[config.mk]
export PLATFORM = sky130hd
export DESIGN_NAME = axi_lite_cfg_regfile
export DESIGN_NICKNAME = d
export VERILOG_FILES = /design/src/rtl/axi_lite_cfg_regfile.sv
export SDC_FILE = /design/constraint.sdc
export NUM_CORES = 1
export LEC_CHECK = 0
export CELL_PAD_IN_SITES_DETAIL_PLACEMENT = 1
export CELL_PAD_IN_SITES_GLOBAL_PLACEMENT = 1
export CORE_MARGIN = 3
export CORE_UTILIZATION = 30
export CTS_CLUSTER_SIZE = 8
export DETAILED_ROUTE_END_ITERATION = 8
export PLACE_DENSITY_LB_ADDON = 0.05
export SETUP_SLACK_MARGIN = 0.1
export SYNTH_ARGS = -nofsm -noshare
export SYNTH_HDL_FRONTEND = slang
export SYNTH_SLANG_ARGS = --single-unit
[constraint.sdc]
create_clock -name clk -period 4.4 [get_ports clk]
set_input_delay 0.44 -clock clk [delete_from_list [all_inputs] [get_ports clk]]
set_output_delay 0.44 -clock clk [all_outputs]
set_load 0.02 [all_outputs]
[src/rtl/axi_lite_cfg_regfile.sv]
// AXI-lite configuration register slave behind crossbar port 0: ID, scratch, control,
// interrupt and error registers, with held AW/W halves, a read FIFO and counted write responses.
module axi_lite_cfg_regfile #(
  parameter int          ADDR_W   = 32,
  parameter int          DATA_W   = 32,
  parameter int          NREGS    = 16,
  parameter int          RQ_DEPTH = 4,
  parameter int          BQ_DEPTH = 4,
  parameter logic [31:0] ID_VALUE = 32'hB1AC_0001
) (
  input  logic              clk,
  input  logic              rst_n,
  input  logic              s_awvalid,
  input  logic [ADDR_W-1:0] s_awaddr,
  input  logic              s_wvalid,
  input  logic [DATA_W-1:0] s_wdata,
  output logic              s_bvalid,
  input  logic              s_bready,
  input  logic              s_arvalid,
  input  logic [ADDR_W-1:0] s_araddr,
  output logic [DATA_W-1:0] s_rdata,
  output logic              s_rvalid,
  output logic [DATA_W-1:0] ctrl_o,
  input  logic [DATA_W-1:0] irq_set_i,
  output logic              irq_o
);

  localparam int OFF_W = $clog2(NREGS);
  localparam int RQ_AW = $clog2(RQ_DEPTH);
  localparam int RC_W  = $clog2(RQ_DEPTH + 1);
  localparam int BC_W  = $clog2(BQ_DEPTH + 1);

  localparam logic [OFF_W-1:0] OFF_ID   = OFF_W'(0);
  localparam logic [OFF_W-1:0] OFF_CTRL = OFF_W'(2);
  localparam logic [OFF_W-1:0] OFF_STAT = OFF_W'(3);
  localparam logic [OFF_W-1:0] OFF_MASK = OFF_W'(4);
  localparam logic [OFF_W-1:0] OFF_ERR  = OFF_W'(5);
  localparam logic [RC_W-1:0]  RQ_FULL  = RC_W'(RQ_DEPTH);
  localparam logic [BC_W-1:0]  B_FULL   = BC_W'(BQ_DEPTH);

  logic [DATA_W-1:0] regs [NREGS];
  logic [DATA_W-1:0] irq_status;
  logic [15:0]       err_cnt;
  logic              b_ovf, rq_ovf, aw_ovf;
  logic              aw_hold_v, w_hold_v;
  logic [ADDR_W-1:0] aw_hold_addr;
  logic [DATA_W-1:0] w_hold_data;
  logic [BC_W-1:0]   b_cnt;
  logic [ADDR_W-1:0] rq_mem [RQ_DEPTH];
  logic [RQ_AW-1:0]  rq_wr_ptr, rq_rd_ptr;
  logic [RC_W-1:0]   rq_cnt;

  logic              commit, wr_ok, b_hs, rq_pop, rq_push, rq_full, rd_ok;
  logic              err_clr, err_inc, b_drop, rq_drop, hold_ovf;
  logic [ADDR_W-1:0] wr_addr, rd_addr;
  logic [DATA_W-1:0] wr_data, rd_value, err_view, w1c;
  logic [OFF_W-1:0]  wr_off, rd_off;

  function automatic logic addr_ok(input logic [ADDR_W-1:0] a);
    return (a[1:0] == 2'b00) && ((a >> (OFF_W + 2)) == '0);
  endfunction

  // A held half always belongs to an older request than a pulse arriving now.
  assign commit  = (aw_hold_v || s_awvalid) && (w_hold_v || s_wvalid);
  assign wr_addr = aw_hold_v ? aw_hold_addr : s_awaddr;
  assign wr_data = w_hold_v ? w_hold_data : s_wdata;
  assign wr_off  = wr_addr[OFF_W+1:2];
  assign wr_ok   = addr_ok(wr_addr);

  assign s_bvalid = (b_cnt != '0);
  assign b_hs     = s_bvalid && s_bready;
  assign b_drop   = commit && !b_hs && (b_cnt == B_FULL);

  assign rq_full  = (rq_cnt == RQ_FULL);
  assign rq_pop   = (rq_cnt != '0) && !commit;
  assign rq_push  = s_arvalid && (!rq_full || rq_pop);
  assign rq_drop  = s_arvalid && rq_full && !rq_pop;
  assign rd_addr  = rq_mem[rq_rd_ptr];
  assign rd_off   = rd_addr[OFF_W+1:2];
  assign rd_ok    = addr_ok(rd_addr);

  assign hold_ovf = !commit && ((s_awvalid && aw_hold_v) || (s_wvalid && w_hold_v));
  assign err_clr  = commit && wr_ok && (wr_off == OFF_ERR);
  assign err_inc  = (commit && !wr_ok) || (rq_pop && !rd_ok);
  assign w1c      = (commit && wr_ok && (wr_off == OFF_STAT)) ? wr_data : '0;
  assign err_view = {{(DATA_W-19){1'b0}}, aw_ovf, rq_ovf, b_ovf, err_cnt};
  assign ctrl_o   = regs[OFF_CTRL];

  always_comb begin
    rd_value = 32'hDEAD_BEEF;
    if (rd_ok) begin
      case (rd_off)
        OFF_ID:   rd_value = ID_VALUE;
        OFF_STAT: rd_value = irq_status;
        OFF_ERR:  rd_value = err_view;
        default:  rd_value = regs[rd_off];
      endcase
    end
  end

  always_ff @(posedge clk) begin
    if (!rst_n) begin
      aw_hold_v    <= 1'b0;
      w_hold_v     <= 1'b0;
      aw_hold_addr <= '0;
      w_hold_data  <= '0;
    end else begin
      aw_hold_v <= commit ? (aw_hold_v && s_awvalid) : (aw_hold_v || s_awvalid);
      w_hold_v  <= commit ? (w_hold_v && s_wvalid) : (w_hold_v || s_wvalid);
      if (s_awvalid) aw_hold_addr <= s_awaddr;
      if (s_wvalid)  w_hold_data  <= s_wdata;
    end
  end

  // ID, IRQ_STATUS and ERR live outside the plain storage array.
  always_ff @(posedge clk) begin
    if (!rst_n) begin
      for (int i = 0; i < NREGS; i++) regs[i] <= '0;
    end else if (commit && wr_ok && (wr_off != OFF_ID) && (wr_off != OFF_STAT) && (wr_off != OFF_ERR)) begin
      regs[wr_off] <= wr_data;
    end
  end

  always_ff @(posedge clk) begin
    if (!rst_n) begin
      irq_status <= '0;
      irq_o      <= 1'b0;
      err_cnt    <= '0;
      b_ovf      <= 1'b0;
      rq_ovf     <= 1'b0;
      aw_ovf     <= 1'b0;
    end else begin
      irq_status <= (irq_status & ~w1c) | irq_set_i;
      irq_o      <= |(irq_status & regs[OFF_MASK]);
      if (err_clr)
        err_cnt <= err_inc ? 16'd1 : 16'd0;
      else if (err_inc && (err_cnt != 16'hFFFF))
        err_cnt <= err_cnt + 16'd1;
      b_ovf  <= (b_ovf && !err_clr) || b_drop;
      rq_ovf <= (rq_ovf && !err_clr) || rq_drop;
      aw_ovf <= (aw_ovf && !err_clr) || hold_ovf;
    end
  end

  always_ff @(posedge clk) begin
    if (!rst_n) begin
      b_cnt <= '0;
    end else begin
      case ({commit, b_hs})
        2'b10:   if (!b_drop) b_cnt <= b_cnt + BC_W'(1);
        2'b01:   b_cnt <= b_cnt - BC_W'(1);
        default: b_cnt <= b_cnt;
      endcase
    end
  end

  always_ff @(posedge clk) begin
    if (rq_push) rq_mem[rq_wr_ptr] <= s_araddr;
  end

  // Pop reads the slot before any same-edge push can overwrite it when full.
  always_ff @(posedge clk) begin
    if (!rst_n) begin
      rq_wr_ptr <= '0;
      rq_rd_ptr <= '0;
      rq_cnt    <= '0;
      s_rvalid  <= 1'b0;
      s_rdata   <= '0;
    end else begin
      if (rq_push) rq_wr_ptr <= rq_wr_ptr + RQ_AW'(1);
      if (rq_pop)  rq_rd_ptr <= rq_rd_ptr + RQ_AW'(1);
      case ({rq_push, rq_pop})
        2'b10:   rq_cnt <= rq_cnt + RC_W'(1);
        2'b01:   rq_cnt <= rq_cnt - RC_W'(1);
        default: rq_cnt <= rq_cnt;
      endcase
      s_rvalid <= rq_pop;
      if (rq_pop) s_rdata <= rd_value;
    end
  end

endmodule

==> flow_summary.yaml, run 1 <==
die:
  start_util_pct: 30.5
  core-area_sq_um: 112000
  rows: 122
  die_h_um: 343
  ios: 201
  dieArea_sq_um: 118000
  die_x_um: 343
final_layout:
  n_fill_cell: 11900
  area_growth_pct: 22.1
  fin_nets: 3345
  drive_gt1_share_pct: 9.50
routing:
  ant_nets: 0
  drtPass1Iterations: 5
  via_count: 24300
  wire_per_inst_um: 25.1
  wl_um: 120000
  drc: 0
  drtIter0Drc: 1733
  via_per_inst: 5.07
sta:
  fmax_mhz: 271
  grt_setup_unrepaired: "false"
  setup_violations: 0
  skew_ns: 0.0554
  tightest_slew_ns: 1.27
  tns_ns: 0
  hold_viol: 0
  slew_headroom_pct: 13.6
  fin_crit_ns: 3.69
  period_share_pct: 83.9
  setup_ws_ns: 0.709
  drv_slew: 0
power:
  p_per_area_nw_per_um2: 550
  power.leakage_nw: 14.7
  peakVddDrop_mv: 0.338
clock_network:
  cts_max_level: 3
  clk_latency_ns: 0.72
  cts_resized: 0
  clkTransAtPathRegs_ns: 0.06
  cts_setup_buffers: 0
  cts_tree: "done"
  cts.sinks: 803
  cts_inserted_buffers: 111
  hold_buffers: 0
  cts_root_buffer: "clkbuf_16"
  cts_buffer_depth: 3
place:
  place_ws_ns: 0.570
  hpwl_um: 82200
  numPortBuffers: 200
  gp_congestion: 0.783
synthesis:
  yosysSeqAreaShare_pct: 66.1
  syn_area_per_cell_sq_um: 11.7
  yosysWarnings: 0
  netlist_area_sq_um: 34000
  ys_types: 71
  synth_top_area_cell: "edfxtp_1"
  synth_edf_count: 640
  synth_seq_cells: 803
  syn_inst: 2909
  ys_async_sr_fraction_pct: 0
  synth_top_area_share_pct: 56.5
  ys.flop_type: "edfxtp_1"
  synth_area_leaders: "edfxtp_1 (56%), dfxtp_1 (9.6%), nor2_1 (5.8%)"
worst_setup_path:
  crit_arrival_ns: 4.26
  critPathLaunchType: "flop"
  cp_max_fo: 20
  critPathCaptureType: "flop"
  worstSetupPathType: "flop to flop"
  reg2reg_slack_ns: 0.71
  cp.required_ns: 4.96
grt:
  grtUsageTotal_pct: 20.2
  antenna_found_initial: 7
  grt_max_degree: 95
  grt_overflow_total: 0
  grt_pass1_wl_um: 174000
  grt_pass1_vias: 25300
run_status:
  status: "completed"
worst_hold_path:
  min_path_type: "primary input to flop"
run:
  drv_cap: 0
## cells in the mapped netlist (30+ instances only)
| cell | number |
|---|---|
| nor4_1 | 30 |
| edfxtp_1 | 640 |
| a211oi_1 | 87 |
| nor3_1 | 31 |
| nand3_1 | 46 |
| nand2_1 | 346 |
| clkbuf_1 | 130 |
| buf_2 | 51 |
| dfxtp_1 | 163 |
| a31oi_1 | 92 |
| mux2i_1 | 126 |
| a21oi_1 | 67 |
| a22o_1 | 38 |
| nor2_1 | 525 |
| inv_1 | 50 |
| o21ai_0 | 76 |
| nor2b_1 | 90 |
## per-stage QoR
step	hold WS [ns]	cell area (sq um)	std cells	util, %	power [mW]
global placement	0.472	38200	4578	34.3	14.7
detailed placement	0.490	38200	4578	34.3	14.8
global route	0.181	41500	4784	37.2	23.9
CTS	0.128	41500	4784	37.2	23.1
floorplan	0.446	34400	3004	-	12.2
finish	0.172	41600	4789	37.2	22.9
## power breakdown
part           switching, mW  internal [mW]  total (mW)
registers              0.331           8.68        9.01
clock network           3.43           4.77        8.21
logic                   3.92           1.72        5.65
## placed cells by master (no fill, tap or decap), types with 21 or more instances in the layout
master / n
nor3_1: 31
inv_1: 49
nand2_1: 346
nand4_1: 23
nand3_1: 46
o21ai_0: 76
a22o_1: 38
dfxtp_1: 162
buf_4: 109
edfxtp_1: 640
nor4_1: 30
nor2_1: 523
clkdlybuf4s50_1: 197
mux2i_1: 100
o221ai_1: 22
clkbuf_16: 111
conb_1: 96
a32oi_1: 21
a31oi_1: 92
mux2i_2: 25
a21oi_1: 67
a211oi_1: 87
clkbuf_1: 86
a22oi_1: 27
nor2b_1: 90
## flip-flops by register name (all words and copies together) (netlist names), 16 cells and up, named ones only
register      flops
aw_hold_addr     32
s_rdata          32
rq_mem          128
irq_status       32
err_cnt          16
w_hold_data      32
regs            512
## cell type report
cell class	count	area [sq um]	share of cell area, %
antenna	5	12.5	0.0301
clock buffer	198	3110	7.49
clock inverter	8	196	0.473
inverter	52	200	0.482
multi-input combinational	1918	10700	25.8
sequential	803	22500	54.1
tap	1488	1860	4.48
timing repair buffer	317	2970	7.13
## layer usage
metal	part of all wire, %	routed length [um]	up-vias	GRT usage, %
met5	0.034	41	-	0
met4	2.0	2440	6	5.03
met3	4.9	5930	139	3.06
met2	46	55000	555	32.1
met1	47	56600	12600	28.8
li1	-	-	11000	-
## cells by family (layout without fill, tap and decap cells)
family,Yosys count,after routing,share of synthesized area [%]
other cells,1,101,0.0110
simple gates,1185,1185,15.5
flops,803,803,66.1
buf+inv,283,575,3.86
compound gates,484,484,9.77
xor+xnor,8,8,0.206
fa+ha+maj,8,8,0.338
mux,137,137,4.30
## critical path, cell delays in order (launching register included)
cell     delay (ns)
dfxtp_1        0.38
buf_4          0.23
o22ai_2        0.43
nand2_1        0.40
nor3b_1        0.30
a32o_1         0.78
buf_4          0.35
nand2_1        0.19
nor3_1         0.38
nor2_1         0.10
## path summary, 6_finish.rpt
kind	start	end	cells past startpoint
setup / recovery	aw_hold_v	s_rdata[2]	9
hold / removal	s_awvalid	aw_hold_addr[18]	3
hold reg to reg	aw_hold_addr[28]	aw_hold_addr[28]	2
setup reg to reg	aw_hold_v	s_rdata[2]	9
(Power assumes the default switching activity.)
==> inputs of run 2 (changes only) <==
Clock period 4.4 ns to 3.2 ns, I/O delays scaled along.
==> flow_summary.yaml, run 2 (synthesis gave the netlist of run 1 again) <==
run_status:
  status: "completed"
power:
  netSwitchingFraction_pct: 33.2
  pwr-share-comb_pct: 25.9
  seqPwrFrac_pct: 39.1
  peakVddDrop_mv: 0.403
  total_power_mw: 31.6
  power.leakage_nw: 15.0
  p_clk_share_pct: 35.0
  switchingPower_mw: 10.5
  p_int_mw: 21.1
  p_per_area_nw_per_um2: 749
sta:
  fmax_mhz: 347
  drv_slew: 0
  grt_setup_unrepaired: "false"
  period_share_pct: 90.1
  hold_viol: 0
  tightest_slew_ns: 0.874
  skew_ns: 0.0628
  fin_crit_ns: 2.88
  slew_headroom_pct: 41.7
  setup_violations: 0
  setup_ws_ns: 0.317
clock_network:
  clk_latency_ns: 0.72
  cts_buffer_depth: 3
  cts_tree: "done"
  cts_root_buffer: "clkbuf_16"
  cts_inserted_buffers: 111
  cts_setup_buffers: 0
  hold_buffers: 0
  clkTransAtPathRegs_ns: 0.05
  cts.sinks: 803
  cts_max_level: 3
routing:
  drtIter0Drc: 1765
  wl_met1_um: 54600
  wl_um: 121000
  wire_per_inst_um: 25.1
  drc: 0
  via_per_inst: 5.07
  drtPass1Iterations: 5
  wl_met2_um: 56500
  ant_nets: 0
  via_count: 24400
  met3_length_um: 6520
  top_layer: "met5"
grt:
  grt_max_degree: 147
  grt_pass1_wl_um: 177000
  grt_overflow_total: 0
  grt_pass1_vias: 25900
  antenna_found_initial: 10
  grtUsageTotal_pct: 20.5
final_layout:
  final_cell_area_sq_um: 42200
  regMostFlops: "regs"
  fin_nets: 3404
  final_util_pct: 37.8
  layout_commonest_cell: "edfxtp_1"
  drive_gt1_share_pct: 11.1
  area_growth_pct: 24.0
  largest_registers: "regs x512, rq_mem x128"
  final_cell_mix: "edfxtp_1 (640), nor2_1 (523), nand2_1 (346), clkdlybuf4s50_1 (197), dfxtp_1 (162)"
  largest_register_ffs: 512
worst_setup_path:
  critPathCaptureType: "flop"
  crit_arrival_ns: 3.53
  reg2reg_depth: 9
  cp-endpoint: "s_rdata[5]"
  reg2reg_slack_ns: 0.32
  worstSetupPathType: "flop to flop"
  rr_endpoint: "s_rdata[5]"
  critPathLaunchType: "flop"
  cp.required_ns: 3.85
  cp_max_fo: 19
place:
  placed_cell_area_sq_um: 38900
  hpwl_um: 84000
  place_ws_ns: -0.194
  gp_congestion: 0.821
  numPortBuffers: 200
run:
  drv_cap: 0
die:
  die_x_um: 343
  dieArea_sq_um: 118000
  core-area_sq_um: 112000
  die_h_um: 343
  ios: 201
  rows: 122
  start_util_pct: 30.5
worst_hold_path:
  min_path_type: "primary input to flop"
-- run 2: worst min path at each step --
stage                     slack, ns  cells after the start             from         endpoint
after CTS                      0.11                      3     irq_set_i[9]    irq_status[9]
after floorplan                0.42                      0      s_araddr[0]     rq_mem[0][0]
final                          0.16                      3     irq_set_i[9]    irq_status[9]
after global routing           0.13                      3     irq_set_i[3]    irq_status[3]
after global placement         0.47                      2  w_hold_data[30]  w_hold_data[30]
after detailed placement       0.49                      2   w_hold_data[0]   w_hold_data[0]
-- run 2: per-layer routing --
| metal | global-route usage (%) | vias up |
|---|---|---|
| met1 | 28.2 | 12500 |
| met2 | 33.1 | 621 |
| li1 | - | 11100 |
| met5 | 0 | - |
| met4 | 6.15 | 6 |
| met3 | 3.49 | 171 |
-- run 2: what timing repair did --
item                       in CTS  in global routing
setup endpoints to repair       1                  1
hold endpoints to repair        0                  0
resized for setup               1                  1
-- run 2: cell type report --
type	count	area (sq um)
Fill cell	12000	69400
Sequential cell	803	22500
Multi-Input combinational cell	1918	10700
Timing Repair Buffer	376	3680
Clock buffer	176	3020
Tap cell	1488	1860
Clock inverter	8	209
Inverter	52	200
Antenna cell	2	5.00
-- run 2: per-stage QoR --
| step | instances | hold slack, ns | TNS (ns) |
|---|---|---|---|
| global placement | 4637 | 0.472 | -62.82 |
| detailed placement | 4637 | 0.486 | -41.57 |
| CTS | 4821 | 0.108 | 0 |
| floorplan | 3004 | 0.419 | 0 |
| finish | 4823 | 0.157 | 0 |
| global route | 4821 | 0.128 | 0 |
-- run 2: power groups by stage --
| stage | Clock [mW] | Sequential (mW) | Combinational, mW |
|---|---|---|---|
| 3_3_place_gp | 0 | 12.6 | 8.15 |
| 5_1_grt | 11.8 | 12.4 | 8.84 |
| 3_5_place_dp | 0 | 12.6 | 8.23 |
| 6_report | 11.1 | 12.4 | 8.19 |
| 4_1_cts | 11.4 | 12.4 | 8.27 |
| 2_1_floorplan | 0 | 12.5 | 4.23 |
-- run 2: critical path, stage by stage (launching register included) --
cell,delay [ns]
dfxtp_1,0.35
buf_4,0.24
mux4_2,0.67
nor2b_1,0.44
and3_1,0.35
buf_12,0.20
a22oi_1,0.13
nand2_1,0.15
o221ai_1,0.12
nor2_1,0.13
==> inputs of run 3 (changes only) <==
Settings changed: SKIP_CTS_REPAIR_TIMING set to 1.
==> flow_summary.yaml, run 3 (synthesis gave the netlist of run 1 again) <==
run_status:
  status: "completed"
power:
  netSwitchingFraction_pct: 33.2
  p_int_mw: 21.1
  power.leakage_nw: 15.0
  switchingPower_mw: 10.5
  total_power_mw: 31.6
  seqPwrFrac_pct: 39.1
  pwr-share-comb_pct: 25.9
  peakVddDrop_mv: 0.402
  p_clk_share_pct: 35.0
  p_per_area_nw_per_um2: 749
worst_setup_path:
  max_stage_delay_ns: 0.67
  crit_arrival_ns: 3.55
  critPathCaptureType: "flop"
  path_cells: "buf_4 > mux4_2 > nor2b_1 > and3_1 > buf_12 > a22oi_1 > nand2_1 > o221ai_1 > nor2_1"
  worstSetupPathType: "flop to flop"
  critPathTopFamily: "simple AND/OR/NAND/NOR gates"
  crit_slowest_cell: "mux4_2"
  critPathLaunchType: "flop"
  cp_max_fo: 19
  path_buf_inv: 2
  cp.required_ns: 3.85
sta:
  fin_crit_ns: 2.90
  period_share_pct: 90.6
  slew_headroom_pct: 41.6
  skew_ns: 0.0632
  setup_ws_ns: 0.302
  setup_violations: 0
  fmax_mhz: 345
  tightest_slew_ns: 0.876
  hold_viol: 0
  grt_setup_unrepaired: "false"
  drv_slew: 0
routing:
  via_per_inst: 5.05
  drc: 0
  wire_per_inst_um: 25.1
  ant_nets: 0
  drtIter0Drc: 1796
  wl_um: 121000
  drtPass1Iterations: 5
  via_count: 24300
die:
  die_x_um: 343
  dieArea_sq_um: 118000
  core-area_sq_um: 112000
  ios: 201
  start_util_pct: 30.5
  die_h_um: 343
  rows: 122
final_layout:
  seq_area_sq_um: 22500
  largest_register_ffs: 512
  final_util_pct: 37.8
  multiInputGateArea_sq_um: 10700
  drive_gt1_share_pct: 11.1
  layout_commonest_cell: "edfxtp_1"
  final_cell_mix: "edfxtp_1 (640), nor2_1 (523), nand2_1 (346), clkdlybuf4s50_1 (197), dfxtp_1 (162)"
  n_fill_cell: 12000
  area_growth_pct: 24.0
  largest_registers: "regs x512, rq_mem x128"
  regMostFlops: "regs"
  post_layout_nonfiller_instances: 4823
  fin_nets: 3404
  final_cell_area_sq_um: 42200
clock_network:
  cts_buffer_depth: 3
  cts_inserted_buffers: 111
  cts_tree: "done"
  clk_latency_ns: 0.72
  cts_max_level: 3
  clkTransAtPathRegs_ns: 0.05
  cts_root_buffer: "clkbuf_16"
  cts.sinks: 803
grt:
  grt_pass1_vias: 25900
  grtUsageTotal_pct: 20.5
  grt_overflow_total: 0
  antenna_found_initial: 10
  grt_max_degree: 147
  grt_pass1_wl_um: 177000
place:
  numPortBuffers: 200
  placed_cells: 4637
  place_ws_ns: -0.194
  hpwl_um: 84000
  gp_congestion: 0.821
  placed_cell_area_sq_um: 38900
worst_hold_path:
  min_path_type: "primary input to flop"
run:
  drv_cap: 0
run 3: tightest hold or removal path, cell delays in order:
cell	delay, ns
clkdlybuf4s50_1	0.40
inv_1	0.05
a21oi_1	0.05
run 3: layer usage:
metal / GRT usage [%] / wire, um / share of wire, %
met1: 28.3 / 54300 / 45
met2: 33.1 / 56400 / 47
met5: 0 / 53 / 0.044
met3: 3.45 / 6820 / 5.6
met4: 6.15 / 3380 / 2.8
run 3: path summary, 6_finish.rpt:
path	to	slack (ns)	startpoint	cells past startpoint
worst min-delay path	irq_status[9]	0.16	irq_set_i[9]	3
worst max register to register	s_rdata[5]	0.30	flop	9
worst max-delay path	s_rdata[5]	0.30	flop	9
worst min register to register	aw_hold_addr[30]	0.50	aw_hold_addr[30]	2
run 3: power by group through the flow:
stage	Clock (mW)	Combinational, mW	Sequential (mW)
5_1_grt	11.8	8.84	12.4
4_1_cts	11.4	8.27	12.4
2_1_floorplan	0	4.23	12.5
6_report	11.1	8.19	12.4
3_5_place_dp	0	8.23	12.6
3_3_place_gp	0	8.15	12.6
run 3: cell type report:
class                           instances  area share (%)
Antenna cell                            2          0.0119
Clock buffer                          176            7.16
Clock inverter                          8           0.495
Inverter                               52           0.475
Multi-Input combinational cell       1918            25.4
Sequential cell                       803            53.3
Tap cell                             1488            4.41
Timing Repair Buffer                  376            8.73
run 3: metrics by stage:
| stage | hold WS (ns) | setup TNS (ns) |
|---|---|---|
| 2_1_floorplan | 0.419 | 0 |
| 3_3_place_gp | 0.472 | -62.82 |
| 3_5_place_dp | 0.486 | -41.57 |
| 4_1_cts | 0.108 | 0 |
| 5_1_grt | 0.128 | 0 |
| 6_report | 0.157 | 0 |
